**config.mk**
```make
export PLATFORM = sky130hd
export DESIGN_NAME = ntsc_zbt_packer
export DESIGN_NICKNAME = d
export VERILOG_FILES = /design/src/rtl/ntsc_zbt_packer.sv
export SDC_FILE = /design/constraint.sdc
export NUM_CORES = 1
export LEC_CHECK = 0
export ABC_CLOCK_PERIOD_IN_PS = 25100
export CAP_MARGIN = 40
export CORE_MARGIN = 2
export CORE_UTILIZATION = 60
export CTS_CLUSTER_SIZE = 20
export DETAILED_ROUTE_END_ITERATION = 12
export GPL_TIMING_DRIVEN = 0
export PLACE_DENSITY_LB_ADDON = 0.2
export SLEW_MARGIN = 0
export SYNTH_ARGS = -nofsm -noshare
export SYNTH_HDL_FRONTEND = slang
export SYNTH_SLANG_ARGS = --single-unit
```
**constraint.sdc**
```tcl
create_clock -name clk -period 25.1 [get_ports clk]
set_input_delay 6.275 -clock clk [delete_from_list [all_inputs] [get_ports clk]]
set_output_delay 6.275 -clock clk [all_outputs]
set_load 0.005 [all_outputs]
```
**src/rtl/ntsc_zbt_packer.sv**
```systemverilog
// ntsc_zbt_packer: packs decoded video pixels into 36-bit ZBT words.
// Each word carries a {row, field, word_idx} address. Words queue in a small FIFO
// that is drained by the ZBT arbiter through a req/ack handshake.
module ntsc_zbt_packer #(
  parameter int PIX_W      = 18,
  parameter int PPW        = 2,
  parameter int ROW_W      = 9,
  parameter int MAX_COLS   = 720,
  parameter int FIFO_DEPTH = 8
) (
  input  logic             clk,
  input  logic             reset,
  input  logic             pix_valid,
  input  logic [PIX_W-1:0] pix_data,
  input  logic [2:0]       fvh,
  input  logic [1:0]       mode,
  output logic             wr_req,
  output logic [18:0]      wr_addr,
  output logic [35:0]      wr_data,
  input  logic             wr_ack,
  output logic             overflow,
  output logic [15:0]      drop_count,
  output logic             field_done
);

  localparam int WI_W   = 18 - ROW_W;
  localparam int LANE_W = PIX_W * PPW;
  localparam int SLOT_W = (PPW > 1) ? $clog2(PPW) : 1;
  localparam int COL_W  = $clog2(MAX_COLS + 1);
  localparam int AW     = $clog2(FIFO_DEPTH);
  localparam int ENT_W  = 19 + 36;

  // Line/field tracking and the partially filled word
  logic [COL_W-1:0]  col, col_n;
  logic [ROW_W-1:0]  row, row_n;
  logic              field, field_n;
  logic [WI_W-1:0]   wi, wi_n;
  logic [SLOT_W-1:0] slot, slot_n;
  logic [LANE_W-1:0] acc, acc_n;
  logic [18:0]       addr_acc, addr_n;
  logic [1:0]        mode_act, mode_n;
  logic [2:0]        fvh_q;

  // Word handed to the FIFO this cycle
  logic              push;
  logic [LANE_W-1:0] push_word;
  logic [18:0]       push_addr;
  logic [LANE_W-1:0] lane_word;
  logic [18:0]       cur_addr;

  // FIFO storage and bookkeeping
  logic [ENT_W-1:0]  mem [FIFO_DEPTH];
  logic [AW-1:0]     wptr, rptr;
  logic [AW:0]       count;
  logic              full, pop, push_ok;
  logic [ENT_W-1:0]  head;

  logic hb_rise, vb_rise, accept;

  assign hb_rise = fvh[0] & ~fvh_q[0];
  assign vb_rise = fvh[1] & ~fvh_q[1];
  assign accept  = pix_valid & ~fvh[1] & ~fvh[0] & (col < COL_W'(MAX_COLS));

  // Next-state of the packer: place the pixel, decide whether a word leaves, handle line/field edges
  always_comb begin
    col_n     = col;
    row_n     = row;
    field_n   = field;
    wi_n      = wi;
    slot_n    = slot;
    acc_n     = acc;
    addr_n    = addr_acc;
    mode_n    = mode_act;
    push      = 1'b0;
    push_word = '0;
    push_addr = '0;
    lane_word = acc;
    cur_addr  = addr_acc;

    if (accept) begin
      col_n = col + 1'b1;
      if (mode_act == 2'd2) begin
        for (int i = 0; i < PPW; i++) begin
          push_word[(PPW-i)*PIX_W-1 -: PIX_W] = pix_data;
        end
        push      = 1'b1;
        push_addr = {row, field, wi};
        wi_n      = wi + 1'b1;
      end else if ((mode_act != 2'd1) || !col[0]) begin
        // Slot 0 sits in the MSB lane; the address is fixed by the first pixel of the word
        for (int i = 0; i < PPW; i++) begin
          if (slot == SLOT_W'(i)) begin
            lane_word[(PPW-i)*PIX_W-1 -: PIX_W] = pix_data;
          end
        end
        if (slot == '0) begin
          cur_addr = {row, field, wi};
        end
        if (slot == SLOT_W'(PPW-1)) begin
          push      = 1'b1;
          push_word = lane_word;
          push_addr = cur_addr;
          acc_n     = '0;
          slot_n    = '0;
          wi_n      = wi + 1'b1;
        end else begin
          acc_n  = lane_word;
          addr_n = cur_addr;
          slot_n = slot + 1'b1;
        end
      end
    end

    if (hb_rise) begin
      // A word completed by this cycle's pixel already left, so only a true partial is flushed
      if (!push && (slot_n != '0)) begin
        push      = 1'b1;
        push_word = acc_n;
        push_addr = addr_n;
      end
      col_n  = '0;
      wi_n   = '0;
      slot_n = '0;
      acc_n  = '0;
      mode_n = mode;
      if (!fvh[1] && (row != {ROW_W{1'b1}})) begin
        row_n = row + 1'b1;
      end
    end

    if (vb_rise) begin
      row_n   = '0;
      field_n = fvh[2];
    end
  end

  // Packer state registers and the edge-detect history of fvh
  always_ff @(posedge clk) begin
    if (reset) begin
      col        <= '0;
      row        <= '0;
      field      <= 1'b0;
      wi         <= '0;
      slot       <= '0;
      acc        <= '0;
      addr_acc   <= '0;
      mode_act   <= 2'd0;
      fvh_q      <= 3'b000;
      field_done <= 1'b0;
    end else begin
      col        <= col_n;
      row        <= row_n;
      field      <= field_n;
      wi         <= wi_n;
      slot       <= slot_n;
      acc        <= acc_n;
      addr_acc   <= addr_n;
      mode_act   <= mode_n;
      fvh_q      <= fvh;
      field_done <= vb_rise;
    end
  end

  assign full    = (count == (AW+1)'(FIFO_DEPTH));
  assign pop     = wr_req & wr_ack;
  assign push_ok = push & (~full | pop);

  // FIFO storage; contents are don't-care until written, so no reset is needed here
  always_ff @(posedge clk) begin
    if (push_ok) begin
      mem[wptr] <= {push_addr, 36'(push_word)};
    end
  end

  // FIFO pointers, occupancy and drop accounting
  always_ff @(posedge clk) begin
    if (reset) begin
      wptr       <= '0;
      rptr       <= '0;
      count      <= '0;
      overflow   <= 1'b0;
      drop_count <= '0;
    end else begin
      if (push_ok) begin
        wptr <= wptr + 1'b1;
      end else if (push) begin
        overflow <= 1'b1;
        if (drop_count != 16'hFFFF) begin
          drop_count <= drop_count + 1'b1;
        end
      end
      if (pop) begin
        rptr <= rptr + 1'b1;
      end
      case ({push_ok, pop})
        2'b10:   count <= count + 1'b1;
        2'b01:   count <= count - 1'b1;
        default: count <= count;
      endcase
    end
  end

  assign head    = mem[rptr];
  assign wr_req  = (count != '0);
  assign wr_addr = wr_req ? head[ENT_W-1 -: 19] : 19'd0;
  assign wr_data = wr_req ? head[35:0] : 36'd0;

endmodule

```
==> impl_metrics.json <==
{
  "synth_top_area_share_pct": 59.7,
  "cts_root_buffer": "clkbuf_16",
  "grt_usage_pct": 26.8,
  "power.total_uw": 2310,
  "htree_levels": 2,
  "postRouteWirelength_mm": 50.1,
  "status": "finished clean",
  "port_buffers": 100,
  "yosys.area.top_type": "edfxtp_1",
  "drive_above_1_share_pct": 18.3,
  "hold_path.class": "reg -> reg",
  "start_util_pct": 60.6,
  "clock_latency_ps": 600,
  "postSynthAreaPerCell_um2": 16.6,
  "synth_ff_type": "edfxtp_1",
  "cts_inserted_buffers": 54,
  "setup_viol": 0,
  "ys_top_cells_by_area": "edfxtp_1 (60%), mux4_2 (11%), dfxtp_1 (11%), mux2i_1 (2.7%), a22o_1 (2.2%)",
  "fin_crit_sh_pct": 38.9,
  "die_w_um": 196,
  "timing.fmax_mhz": 102,
  "ant_nets": 0,
  "synth.distinct_cells": 55,
  "cp_cell_sequence": "clkbuf_1 -> buf_2 -> mux4_2 -> mux2i_1 -> nor2_1 -> clkdlybuf4s50_1",
  "power.leakage_uw": 0.00859,
  "grt_max_degree": 23,
  "ys_warn_count": 0,
  "ctsHoldBuffers": 0,
  "final.setup.tns_ps": 0,
  "postCtsSetupBuffers": 0,
  "cts_max_path_buffers": 3,
  "tightest_slew_ps": 839,
  "cp-end-kind": "primary output",
  "synthArstFlopShare_pct": 0,
  "core_mm2": 0.0365,
  "synth-seq-cells": 560,
  "slowest_delay_ps": 620,
  "fin_util_pct": 71.5,
  "grt_pass1_vias": 12900,
  "antenna_found_initial": 0,
  "antennaDiodeCount": 0,
  "fin_crit_ps": 9780,
  "rsz0062_at_grt": "no",
  "holdWs_ps": 452,
  "pin_count": 101,
  "synth.most_common_cell": "edfxtp_1",
  "rows": 70,
  "gp_congestion": 0.822,
  "crit_type": "reg -> out",
  "drv_slew": 0,
  "synth_edf_count": 440,
  "cp_slowest_cell": "clkbuf_1",
  "cp_data_arrival_time_ps": 3500,
  "vias_per_cell": 6.26,
  "grt_pass1_wl_mm": 76.4,
  "final_nets": 1586,
  "synthCells": 1336,
  "maxCapViolCount": 0,
  "max-slew-margin-rel_pct": 43.8,
  "ir_drop_uv": 62.9,
  "area_delta_synth_final_pct": 18.0,
  "syn-num-nets": 1374,
  "vias": 12900,
  "clk_pin_slew_worst_paths_ps": 60,
  "synth_area_mm2": 0.0221,
  "die-area_mm2": 0.0385,
  "die_h_um": 196,
  "path_max_fanout": 10,
  "drc_errors": 0,
  "wire_per_inst_um": 24.3,
  "synthTopCellsByCount": "edfxtp_1 (440), dfxtp_1 (120), mux4_2 (110)",
  "gr-total-overflow": 0,
  "cp_data_required_time_ps": 18820,
  "cts.sinks": 560,
  "power_density_mw_per_mm2": 88.4,
  "hold_viol": 0,
  "cts_resized": 0,
  "synth-seq-area-share_pct": 70.5,
  "preCtsSetupSlack_ps": 14770,
  "cts_tree": "built",
  "drt_iter0_drc": 1458,
  "finalClockSkew_ps": 24.5,
  "drt_pass1_iterations": 5,
  "worstSetupStartpointType": "flop",
  "layout_setup_ws_ps": 15320,
  "dp_hpwl_mm": 33.1
}
-- metrics by stage --
stage                     area, um2  cells
after floorplan               22100   1336
after global placement        23700   1904
after detailed placement      24300   1959
after CTS                     26100   2060
after global routing          26100   2061
final                         26100   2061
-- cell families after synthesis --
kind of cell | count (synthesis) | share of synthesized area (%)
adder cells (fa/ha/maj) | 11 | 0.655
AO/OA/AOI/OAI | 171 | 5.24
flip-flops | 560 | 70.5
AND/OR/NAND/NOR | 304 | 6.84
buffers and inverters | 92 | 1.71
multiplexers | 174 | 14.1
XOR/XNOR | 24 | 0.949
-- sequential cells by signal (all words and copies together), names as in the netlist, 3 cells and up, named ones only --
register,cells
acc,36
addr_acc,19
col,10
count,4
drop_count,16
mem,440
row,9
rptr,3
wi,9
wptr,3
-- cells in the final DEF, fill, tap and decap left out, types with 6 or more instances in the layout --
cell,count
edfxtp_1,440
dfxtp_1,120
mux4_2,110
clkdlybuf4s50_1,100
nor2_1,98
nand2_1,68
mux2i_1,60
clkbuf_1,57
a21oi_1,56
a22o_1,55
clkbuf_16,55
o21ai_0,32
buf_4,30
nand3b_1,21
buf_2,21
and2_1,20
nand3_1,17
buf_6,17
buf_1,14
inv_1,13
xnor2_1,13
clkinv_2,13
nand4_1,12
xor2_1,11
nor2b_1,10
or4_1,10
ha_1,10
nor3_1,8
nor4_1,7
o31ai_1,7
clkbuf_8,7
clkinv_1,6
buf_12,6
-- metal layers --
| metal | vias to the layer above | wire length (um) | GRT usage [%] |
|---|---|---|---|
| met5 | - | 0 | 0 |
| met1 | 6575 | 20500 | 38.2 |
| met4 | 0 | 1120 | 7.74 |
| met3 | 78 | 3890 | 4.23 |
| li1 | 5669 | - | - |
| met2 | 574 | 24600 | 43.6 |
-- cell type report --
cell class	instances	area [um2]
well taps	468	586
plain buffers	76	318
multi-input cells	684	6200
repair buffers	156	1580
fillers	2238	10400
clock buffers	78	1530
inverters	16	60.1
clock inverters	23	239
flip-flops and latches	560	15600
-- power by group --
part	internal (uW)	leakage, uW	switching, uW
registers	999	0.00524	7.01
clock network	475	0.000879	333
logic	260	0.00248	236
total	1730	0.00859	577
-- critical path: cells and delay by family (launching register included) --
kind,cells,cell delay (ps)
DFF,1,320
muxes,2,940
buffers and inverters,3,1580
and+or+nand+nor,1,70
-- final timing paths --
| kind | from | end | slack (ps) | depth (start not counted) |
|---|---|---|---|---|
| max | flop | wr_addr[17] | 15320 | 6 |
| min reg2reg | acc[19] | acc[19] | 450 | 2 |
| max reg2reg | col[4] | mem[4][3] | 21320 | 10 |
| min | acc[19] | acc[19] | 450 | 2 |
Note: power is estimated with default switching activity, not from simulation.
